## src/rtl/amigaclks_pkg.sv

```systemverilog
// Shared definitions for the Amiga clock block: sequencer state encoding,
// default timing constants and the vidmode pin encodings.
package amigaclks_pkg;

    // States of the TMDS PLL mode sequencer
    typedef enum logic [2:0] {
        WAIT_SYS,
        WAIT_VID,
        RUN,
        QUIESCE,
        DROP,
        RELOCK
    } vseq_state_t;

    // Default timing in clk_28m cycles
    localparam int DEF_SETTLE_CYCLES  = 1024;
    localparam int DEF_QUIESCE_CYCLES = 64;
    localparam int DEF_DROP_CYCLES    = 256;
    localparam int DEF_RELOCK_TIMEOUT = 65536;

    // vidmode pin encoding seen by the clock block
    localparam logic VIDMODE_28M = 1'b1;
    localparam logic VIDMODE_56M = 1'b0;

    // Largest of four timing values, used to size the shared counter
    function automatic int max4(input int a, input int b, input int c, input int d);
        int m;
        m = a;
        if (b > m) m = b;
        if (c > m) m = c;
        if (d > m) m = d;
        return m;
    endfunction

endpackage

```

## src/rtl/vidmode_sequencer_sync_bit.sv

```systemverilog
// Two-flop synchronizer for a single asynchronous level, clearing to 0.
module sync_bit (
    input  logic clk,
    input  logic reset,
    input  logic d,
    output logic q
);

    logic meta;

    // Capture the asynchronous level and let it settle for one more cycle
    always_ff @(posedge clk) begin
        if (reset) begin
            meta <= 1'b0;
            q    <= 1'b0;
        end else begin
            meta <= d;
            q    <= meta;
        end
    end

endmodule

```

## src/rtl/vidmode_sequencer.sv

```systemverilog
// Owns the vidmode input of the reconfigurable TMDS PLL: switches between
// 28 MHz native and 56 MHz RTG pixel clocks, holds the video pipeline in
// reset while the clocks are unsettled and reverts on a failed relock.
module vidmode_sequencer
    import amigaclks_pkg::*;
#(
    parameter int SETTLE_CYCLES  = DEF_SETTLE_CYCLES,
    parameter int QUIESCE_CYCLES = DEF_QUIESCE_CYCLES,
    parameter int DROP_CYCLES    = DEF_DROP_CYCLES,
    parameter int RELOCK_TIMEOUT = DEF_RELOCK_TIMEOUT
) (
    input  logic clk_28m,
    input  logic reset,
    input  logic locked,
    input  logic video_locked,
    input  logic rtg_req,
    output logic vidmode,
    output logic video_reset,
    output logic busy,
    output logic mode_err,
    output logic rtg_active
);

    localparam int CNT_MAX = max4(SETTLE_CYCLES, QUIESCE_CYCLES, DROP_CYCLES, RELOCK_TIMEOUT);
    localparam int CNT_W   = $clog2(CNT_MAX) + 1;

    localparam logic [CNT_W-1:0] SETTLE_LOAD  = CNT_W'(SETTLE_CYCLES - 1);
    localparam logic [CNT_W-1:0] QUIESCE_LOAD = CNT_W'(QUIESCE_CYCLES - 1);
    localparam logic [CNT_W-1:0] DROP_LOAD    = CNT_W'(DROP_CYCLES - 1);
    localparam logic [CNT_W-1:0] TIMEOUT_LOAD = CNT_W'(RELOCK_TIMEOUT - 1);

    logic             locked_s;
    logic             video_locked_s;
    vseq_state_t      state;
    vseq_state_t      state_nxt;
    // cnt times settle/quiesce/drop windows; tmo bounds the whole RELOCK stay
    logic [CNT_W-1:0] cnt;
    logic [CNT_W-1:0] cnt_nxt;
    logic [CNT_W-1:0] tmo;
    logic [CNT_W-1:0] tmo_nxt;
    logic             err_req;
    logic             err_req_nxt;
    // set while the relock attempt follows a revert, so a second failure stops flipping
    logic             reverted;
    logic             reverted_nxt;
    logic             vidmode_nxt;
    logic             video_reset_nxt;
    logic             busy_nxt;
    logic             mode_err_nxt;
    logic             rtg_active_nxt;

    sync_bit u_sync_locked (
        .clk   (clk_28m),
        .reset (reset),
        .d     (locked),
        .q     (locked_s)
    );

    sync_bit u_sync_video_locked (
        .clk   (clk_28m),
        .reset (reset),
        .d     (video_locked),
        .q     (video_locked_s)
    );

    // State register
    always_ff @(posedge clk_28m) begin
        if (reset) state <= WAIT_SYS;
        else       state <= state_nxt;
    end

    // Next-state decision; system lock loss overrides every other transition
    always_comb begin
        state_nxt = state;
        if (state != WAIT_SYS && !locked_s) begin
            state_nxt = WAIT_SYS;
        end else begin
            case (state)
                WAIT_SYS: if (locked_s && cnt == '0) state_nxt = WAIT_VID;
                WAIT_VID: if (video_locked_s && cnt == '0) state_nxt = RUN;
                RUN: begin
                    if (rtg_req != rtg_active && !(mode_err && rtg_req == err_req))
                        state_nxt = QUIESCE;
                end
                QUIESCE:  if (cnt == '0) state_nxt = DROP;
                DROP:     if (!video_locked_s || cnt == '0) state_nxt = RELOCK;
                RELOCK: begin
                    if (video_locked_s && cnt == '0) state_nxt = RUN;
                    else if (tmo == '0)              state_nxt = reverted ? WAIT_VID : DROP;
                end
                default:  state_nxt = WAIT_SYS;
            endcase
        end
    end

    // Counter loads/decrements and next values of the registered outputs
    always_comb begin
        cnt_nxt      = cnt;
        tmo_nxt      = tmo;
        vidmode_nxt  = vidmode;
        mode_err_nxt = mode_err;
        err_req_nxt  = err_req;
        reverted_nxt = reverted;

        if (state_nxt != state) begin
            case (state_nxt)
                WAIT_SYS, WAIT_VID: cnt_nxt = SETTLE_LOAD;
                RELOCK: begin
                    cnt_nxt = SETTLE_LOAD;
                    tmo_nxt = TIMEOUT_LOAD;
                end
                QUIESCE:  cnt_nxt = QUIESCE_LOAD;
                DROP:     cnt_nxt = DROP_LOAD;
                default:  cnt_nxt = '0;
            endcase
        end else begin
            case (state)
                WAIT_SYS: cnt_nxt = locked_s ? cnt - 1'b1 : SETTLE_LOAD;
                WAIT_VID: cnt_nxt = video_locked_s ? cnt - 1'b1 : SETTLE_LOAD;
                RELOCK: begin
                    cnt_nxt = video_locked_s ? cnt - 1'b1 : SETTLE_LOAD;
                    tmo_nxt = tmo - 1'b1;
                end
                QUIESCE, DROP: cnt_nxt = cnt - 1'b1;
                default: cnt_nxt = cnt;
            endcase
        end

        if (state == QUIESCE && state_nxt == DROP) begin
            vidmode_nxt  = ~vidmode;
            err_req_nxt  = rtg_req;
            reverted_nxt = 1'b0;
        end
        if (state == RELOCK && state_nxt == DROP) begin
            vidmode_nxt  = ~vidmode;
            mode_err_nxt = 1'b1;
            reverted_nxt = 1'b1;
        end
        if (state == RELOCK && state_nxt == WAIT_VID)
            mode_err_nxt = 1'b1;
        // a withdrawn request acknowledges the error, but only while staying in RUN
        if (state == RUN && state_nxt == RUN && rtg_req == rtg_active)
            mode_err_nxt = 1'b0;

        video_reset_nxt = (state_nxt != RUN);
        busy_nxt        = (state_nxt != RUN);
        rtg_active_nxt  = ~vidmode_nxt;
    end

    // Counters, request latch and registered outputs
    always_ff @(posedge clk_28m) begin
        if (reset) begin
            cnt         <= SETTLE_LOAD;
            tmo         <= '0;
            err_req     <= 1'b0;
            reverted    <= 1'b0;
            vidmode     <= VIDMODE_28M;
            video_reset <= 1'b1;
            busy        <= 1'b1;
            mode_err    <= 1'b0;
            rtg_active  <= ~VIDMODE_28M;
        end else begin
            cnt         <= cnt_nxt;
            tmo         <= tmo_nxt;
            err_req     <= err_req_nxt;
            reverted    <= reverted_nxt;
            vidmode     <= vidmode_nxt;
            video_reset <= video_reset_nxt;
            busy        <= busy_nxt;
            mode_err    <= mode_err_nxt;
            rtg_active  <= rtg_active_nxt;
        end
    end

endmodule

```

## config.mk

```make
export PLATFORM = sky130hd
export DESIGN_NAME = vidmode_sequencer
export DESIGN_NICKNAME = d
export VERILOG_FILES = /design/src/rtl/amigaclks_pkg.sv /design/src/rtl/vidmode_sequencer_sync_bit.sv /design/src/rtl/vidmode_sequencer.sv
export SDC_FILE = /design/constraint.sdc
export NUM_CORES = 1
export LEC_CHECK = 0
export CORE_MARGIN = 1
export CORE_UTILIZATION = 30
export CTS_BUF_LIST = sky130_fd_sc_hd__clkbuf_2
export DETAILED_ROUTE_END_ITERATION = 7
export GPL_TIMING_DRIVEN = 1
export PLACE_DENSITY = 0.46
export SETUP_SLACK_MARGIN = 0.3
export SLEW_MARGIN = 10
export SYNTH_ARGS = -nofsm -noshare
export SYNTH_HDL_FRONTEND = slang
export SYNTH_SLANG_ARGS = --single-unit
```

## constraint.sdc

```tcl
create_clock -name clk_28m -period 3.5 [get_ports clk_28m]
set_input_delay 0.875 -clock clk_28m [delete_from_list [all_inputs] [get_ports clk_28m]]
set_output_delay 0.875 -clock clk_28m [all_outputs]
set_load 0.02 [all_outputs]
```

# Yosys cells after proc, flatten, opt, wreduce, memory -nomap -nowiden
# Cells that the tools add are included.
# classes
n_addsub	2
eq_ne	16
mux	24
bitwise_logic	2
n_reduce_logical	28
# ops
op	count
$mux 17	6
$pmux 17 s3	1
$logic_not 17->1	2
$sub 17x1->17 const B	2
$pmux 10 s3	1
$mux 3	9
$pmux 3 s6	1
$eq 3x2->1 const B	4
$eq 3x3->1 const B	4
$logic_and 1x1->1	10
$eq 3x1->1 const B	2
$logic_not 3->1	2
$mux 1	6
$reduce_bool 2->1	3
$reduce_or 2->1	3
$reduce_bool 4->1	1
$logic_not 1->1	3
$ne 3x2->1 const B	1
$ne 3x3->1	1
$reduce_bool 3->1	1
$reduce_or 3->1	1
$eq 1x1->1	2
$ne 2x1->1 const B	1
$not 1->1	2
3 further kinds	3
# word_totals
reg_bits	47
elab_cells	85

# Logic depth before layout (Yosys ltp)
# Gate-level depths: netlist (run 1).
# logic_depth
depth_word	12
ltp_mapped	10
ltp_nobuf	9

# By module
# A second synthesis (run 1) with hierarchy kept.
# unflattened
hier_cells	325
hier_area_um2	2603.7
# modules_own_cells
module	instances	cells_each	area_each_um2	seq_area_each_um2
vidmode_sequencer	1	317	2498.6	860.8
sync_bit	2	4	52.6	40.0

# Worst setup path after synthesis (run 1)
# OpenSTA, ideal clock, no wires.
# synth_path
kind	input port to flip-flop
start	input port rtg_req
end	register cnt[9]
setup_time_ps	115
arrival_time_ps	2662
t_required_ps	3385
setup_slack_ps	722
cell_stages	8
n_path_buf	0
cell_sequence	xnor2_1 a211oi_2 a21oi_2 o22ai_1 a21oi_2 nand3_1 or4_1 a31o_1
# synth_via
elab_chain_len	11
word_cells_on_any_way	18
# synth_lines
item	line	text
from (decl)	vidmode_sequencer.sv:16	input logic rtg_req,
$eq 1x1->1	vidmode_sequencer.sv:82	if (rtg_req != rtg_active && !(mode_err && rtg_req == err_req))
$logic_and 1x1->1	vidmode_sequencer.sv:82	
$logic_not 1->1	vidmode_sequencer.sv:82	
$logic_and 1x1->1 *	vidmode_sequencer.sv:82	
$mux 3 *	vidmode_sequencer.sv:82	
$pmux 3 s6 *	vidmode_sequencer.sv:78	case (state)
$mux 3 *	vidmode_sequencer.sv:75	if (state != WAIT_SYS && !locked_s) begin
$eq 3x1->1 (tied with other cells)	vidmode_sequencer.sv:106	case (state_nxt)
$reduce_or 3->1 (no source line)	n/a	
$pmux 10 s3	vidmode_sequencer.sv:106	
$mux 17	vidmode_sequencer.sv:105	if (state_nxt != state) begin
to (signal assigned)	vidmode_sequencer.sv:163	cnt <= cnt_nxt;
to (decl)	vidmode_sequencer.sv:37	logic [CNT_W-1:0] cnt;
# Mark *: on every way between the ends. The rest lies on a longest branch, timed or not.
# A chain may end at the register's enable or synchronous reset.

# Worst setup path after layout (run 1)
# Ends and elaborated chain as after synthesis.

==> results.toml, run 1 <==
[clock_tree]
post_cts_buffers = 0
clk_latency_ns = 0.45
post_cts_resized = 0
cts-root-buf = "clkbuf_2"
cts_tree = "built"
clk_pin_slew_ns = 0.27
hold_buffers = 0
cts_max_level = 2
cts_inserted_buffers = 5
clkSinkCount = 47
max-clock-path-buffers = 2

[drt]
drc = 0
totalWireLength_um = 7370
final_antenna_net_count = 0
drt_iter0_drc = 160
routedWlPerCell_um = 15.7
via_per_inst = 5.49
drtPass1Iterations = 4
vias = 2579

[layout]
layout_commonest_cell = "dfxtp_1"
regArea_sq_um = 941
nets = 370
layoutNonFillerInstCount = 470
fillers = 957
drive_above_1_share_pct = 11.6
syn_to_final_growth_pct = 9.81
multiInputGateArea_sq_um = 1700
diodes = 0
final_cell_mix = "dfxtp_1, nand2_1, nor2_1, a21oi_1, nor3_1"

[min_path]
holdPathEnd = "u_sync_locked.q"
min_from = "u_sync_locked.meta"
hp-class = "reg -> reg"
min_path_cells = 1

[die]
dieArea_sq_um = 9740
die_w_um = 98.7
die_h_um = 98.7
rows = 34
top_level_ports = 10
core_sq_um = 8890
start_util_pct = 31.6

[critical_path]
crit_arrival_ns = 3.19
r2r_slack_ns = 0.70
crit_path_max_fanout = 6
reg2reg_depth = 8
end_kind = "flop"
timing.rr.end = "cnt[3]"
startpoint_type = "input port"
cp.required_ns = 3.89
reg2reg_from = "tmo[6]"
criticalPathCategory = "in -> reg"

[sta]
min_period_over_period_pct = 80.0
fin_tns_setup_ns = 0
fmax_mhz = 357
maxSlewHeadroom_pct = 56.2
slew_viol_final = 0
rsz0062_at_grt = "false"
finalHoldViolations = 0
post-route-min-period_ns = 2.80
fin_skew_ns = 0.0252
setup-violations-final = 0
worst_slew_pin_slew_ns = 0.656

[logic_synthesis]
synth.top_cells.by_area = "dfxtp_1, a21oi_1, nor3_1, nand2_1, nor2_1"
ys_warn_count = 0
syn_area_sq_um = 2810
ys_ff_latch = 47
synth_edf_count = 0
ys_types = 68
syn_area_per_cell_sq_um = 7.97
yosys.area.top_type = "dfxtp_1"
synth_top_area_share_pct = 33.5
ys.flop_type = "dfxtp_1"
syn_nets = 361
yosysSeqAreaShare_pct = 33.5
syn_inst = 352
synth_async_sr_flop_share_pct = 0

[placed_design]
post-dp-hpwl_um = 5310
port_buffers = 9
dp_cells = 462
place.gp.congestion = 0.760

[grt]
antenna_found_initial = 0
grt_use_total_pct = 16.2
first_global_vias = 2395
grt.overflow.total = 0
grt_pass1_wl_um = 12600
grt_max_degree = 22

[power_and_ir_drop]
power_density_nw_per_um2 = 291
irDropWorstVdd_uv = 126
leakage_uw = 0.00104

[run]
drv_cap = 0

[status]
outcome = "completed"
==> worst max-delay path by stage <==
stage	to	depth (start not counted)	from	slack, ns
after detailed placement	cnt[9]	9	rtg_req	0.21
final	cnt[9]	9	rtg_req	0.70
after global placement	cnt[9]	9	rtg_req	0.25
after global routing	tmo[16]	9	state[0]	0.44
after floorplan	cnt[9]	8	rtg_req	0.72
after CTS	cnt[9]	9	rtg_req	0.72
==> stage by stage <==
stage / area, sq um / worst slack (ns) / power [uW] / utilization, % / hold WS, ns
floorplan: 2810 / 0.722 / 574 / - / 0.414
global placement: 3010 / 0.255 / 589 / 33.9 / 0.425
detailed placement: 3010 / 0.207 / 589 / 33.9 / 0.433
CTS: 3080 / 0.722 / 910 / 34.6 / 0.469
global route: 3080 / 0.442 / 938 / 34.6 / 0.471
finish: 3080 / 0.700 / 896 / 34.6 / 0.469
==> layout make-up <==
cell class              count  area share [%]
clock buffers               5           0.812
clock inverters             3            1.42
flip-flops and latches     47            30.5
well taps                 108            4.39
inverters                  18            2.19
repair buffers             19            5.36
multi-input cells         270            55.3
==> flip-flops by register name, indices dropped and copies added, names as in the netlist <==
name	count
mode_err	1
vidmode	1
cnt	17
reverted	1
busy	1
u_sync_video_locked.q	1
tmo	17
u_sync_video_locked.meta	1
err_req	1
state	3
u_sync_locked.q	1
u_sync_locked.meta	1
rtg_active	1
==> power by group <==
| group | internal [uW] | leakage (uW) | switching, uW |
|---|---|---|---|
| clock | 121 | 0.0000429 | 196 |
| sequential | 540 | 0.000380 | 4.05 |
| combinational | 13.2 | 0.000621 | 21.4 |
| total | 675 | 0.00104 | 221 |
==> worst max-delay path, stage by stage <==
cell	delay (ns)
clkdlybuf4s50_1	0.47
xnor2_1	0.16
a211oi_2	0.25
a21oi_2	0.11
nor2b_1	0.16
a21oi_2	0.19
nand3_1	0.20
or4_1	0.56
a31o_1	0.22
==> synth_stat cells (5+ instances only) <==
master,instances
o211ai_1,5
nand3_1,18
inv_1,18
xnor2_1,6
clkbuf_1,8
nand2_1,29
nor3_1,27
o21ai_0,10
a21oi_1,28
dfxtp_1,47
a211oi_1,7
o21a_1,5
nor2b_1,6
nand2b_1,5
nor2_1,29
==> routing by layer <==
layer / GRT usage, % / part of all wire, % / up-vias
met1: 24.1 / 52 / 1201
met4: 4.94 / 1.2 / 0
li1: - / - / 1308
met5: 0 / 0 / -
met2: 24.1 / 43 / 63
met3: 2.41 / 3.8 / 7
==> cells by family after synthesis <==
kind of cell	share of synthesized area [%]
compound gates	25.1
simple gates	30.6
buf+inv	5.75
fa+ha+maj	1.78
xor+xnor	2.81
flops	33.5
mux	0.357
Note: power is estimated with default switching activity, not from simulation.
==> inputs of run 2 (changes only) <==
==> constraint.sdc (replaced) <==
create_clock -name clk_28m -period 2.71 [get_ports clk_28m]
set_input_delay 0.6775 -clock clk_28m [delete_from_list [all_inputs] [get_ports clk_28m]]
set_output_delay 0.6775 -clock clk_28m [all_outputs]
set_load 0.02 [all_outputs]
==> results.toml, run 2 (synthesis gave the netlist of run 1 again) <==
[critical_path]
crit_path_max_incr_delay_ns = 0.54
path_cells = "or2_1, or4_4, o31ai_4, a32o_2, nand2_2, o31a_1, or2_4, a31o_1"
criticalPathCategory = "reg -> reg"
timing.rr.end = "cnt[9]"
reg2reg_from = "tmo[14]"
r2r_slack_ns = 0.21
crit_path_max_fanout = 5
end_kind = "flop"
crit_arrival_ns = 2.84
reg2reg_depth = 8
startpoint_type = "flop"
cp_slowest_cell = "or4_4"
cp.required_ns = 3.05

[placed_design]
port_buffers = 9
post-dp-hpwl_um = 5610
place_ws_ns = -0.193
dp_cells = 488
place.gp.congestion = 0.807
place_area_sq_um = 3240

[drt]
drtPass1Iterations = 4
drc = 0
totalWireLength_um = 7840
routedWlPerCell_um = 15.5
via_per_inst = 5.39
vias = 2731
final_antenna_net_count = 0
drt_iter0_drc = 98

[grt]
first_global_vias = 2664
grt_max_degree = 33
grt_pass1_wl_um = 13200
antenna_found_initial = 0
grt.overflow.total = 0
grt_use_total_pct = 17.0

[power_and_ir_drop]
p_int_uw = 772
irDropWorstVdd_uv = 157
combPwrFrac_pct = 5.0
power_density_nw_per_um2 = 291
switchingPower_uw = 266
clock_power_share_pct = 27.7
switching_share_pct = 25.6
p_seq_share_pct = 67.3
leakage_uw = 0.00129
report.power.total_uw = 1040

[clock_tree]
clkSinkCount = 47
cts_tree = "built"
hold_buffers = 0
cts_inserted_buffers = 5
max-clock-path-buffers = 2
clk_latency_ns = 0.42
cts_max_level = 2
cts-root-buf = "clkbuf_2"
clk_pin_slew_ns = 0.23

[sta]
post-route-min-period_ns = 2.50
slew_viol_final = 0
fin_skew_ns = 0.0176
fmax_mhz = 400
min_period_over_period_pct = 92.3
worst_slew_pin_slew_ns = 0.590
finalHoldViolations = 0
layout_setup_ws_ns = 0.208
setup-violations-final = 0
rsz0062_at_grt = "true"
maxSlewHeadroom_pct = 60.3

[min_path]
min_from = "u_sync_video_locked.meta"
min_path_cells = 1
holdPathEnd = "u_sync_video_locked.q"
hp-class = "reg -> reg"

[layout]
fillers = 909
layoutNonFillerInstCount = 507
post-route-util_pct = 40.2
design_area_sq_um = 3570
drive_above_1_share_pct = 29.6
largestRegisters = "cnt x17, tmo x17, state x3"
syn_to_final_growth_pct = 27.3
nets = 407
diodes = 0
layout_commonest_cell = "buf_4"
final_cell_mix = "buf_4, dfxtp_1, nor2_1, nand2_1, a21oi_1"

[die]
die_h_um = 98.7
core_sq_um = 8890
start_util_pct = 31.6
dieArea_sq_um = 9740
die_w_um = 98.7
top_level_ports = 10
rows = 34

[run]
drv_cap = 0

[status]
outcome = "completed"
[run 2: what timing repair did]
| action | 4_1_cts | 5_1_grt |
|---|---|---|
| endpoints found under the setup margin | 31 | 36 |
| pin swaps | 13 | 20 |
| gates resized for setup | 24 | 35 |
| hold endpoints to repair | 0 | 0 |
| buffers inserted | 5 | 6 |
[run 2: worst max path at each step]
stage	from	to	slack, ns
final	tmo[14]	cnt[9]	0.21
after global placement	rtg_req	cnt[8]	-0.17
after detailed placement	rtg_req	cnt[8]	-0.19
after floorplan	tmo[15]	cnt[4]	0.30
after CTS	tmo[14]	tmo[16]	0.22
after global routing	cnt[5]	cnt[9]	0.14
[run 2: through the flow]
step,hold WS (ns),setup TNS [ns]
CTS,0.463,0
detailed placement,0.422,-2.05
floorplan,0.414,0
global placement,0.421,-1.78
global route,0.476,0
finish,0.461,0
[run 2: area by class of cell]
class                      count  area, sq um  share of cell area, %
inverter                      18         67.6                   1.89
multi-input combinational    270         1890                   53.0
clock buffer                   5         25.0                  0.701
sequential                    47          963                   27.0
clock inverter                 3         15.0                  0.420
timing repair buffer          56          470                   13.2
tap                          108          135                   3.78
[run 2: per-layer routing]
| layer | track usage [%] | vias up | share of wire [%] | routed length (um) |
|---|---|---|---|---|
| met1 | 23.2 | 1293 | 49 | 3860 |
| met2 | 27.9 | 48 | 47 | 3690 |
| met5 | 0 | - | 0 | 0 |
| met4 | 4.36 | 0 | 0.46 | 36 |
| li1 | - | 1388 | - | - |
| met3 | 2.84 | 2 | 3.3 | 258 |
[run 2: power by group through the flow]
stage,clock network (uW),registers (uW),logic [uW]
floorplan,0,713,29.4
global placement,0,715,48.4
detailed placement,0,715,48.5
CTS,315,700,50.1
global route,344,700,57.8
finish,287,698,52.3
[run 2: critical path, delay by kind of cell, from the launching register on]
kind | cells | cell delay (ns)
AND/OR/NAND/NOR | 4 | 1.09
AO/OA/AOI/OAI | 4 | 0.97
flip-flops | 1 | 0.37
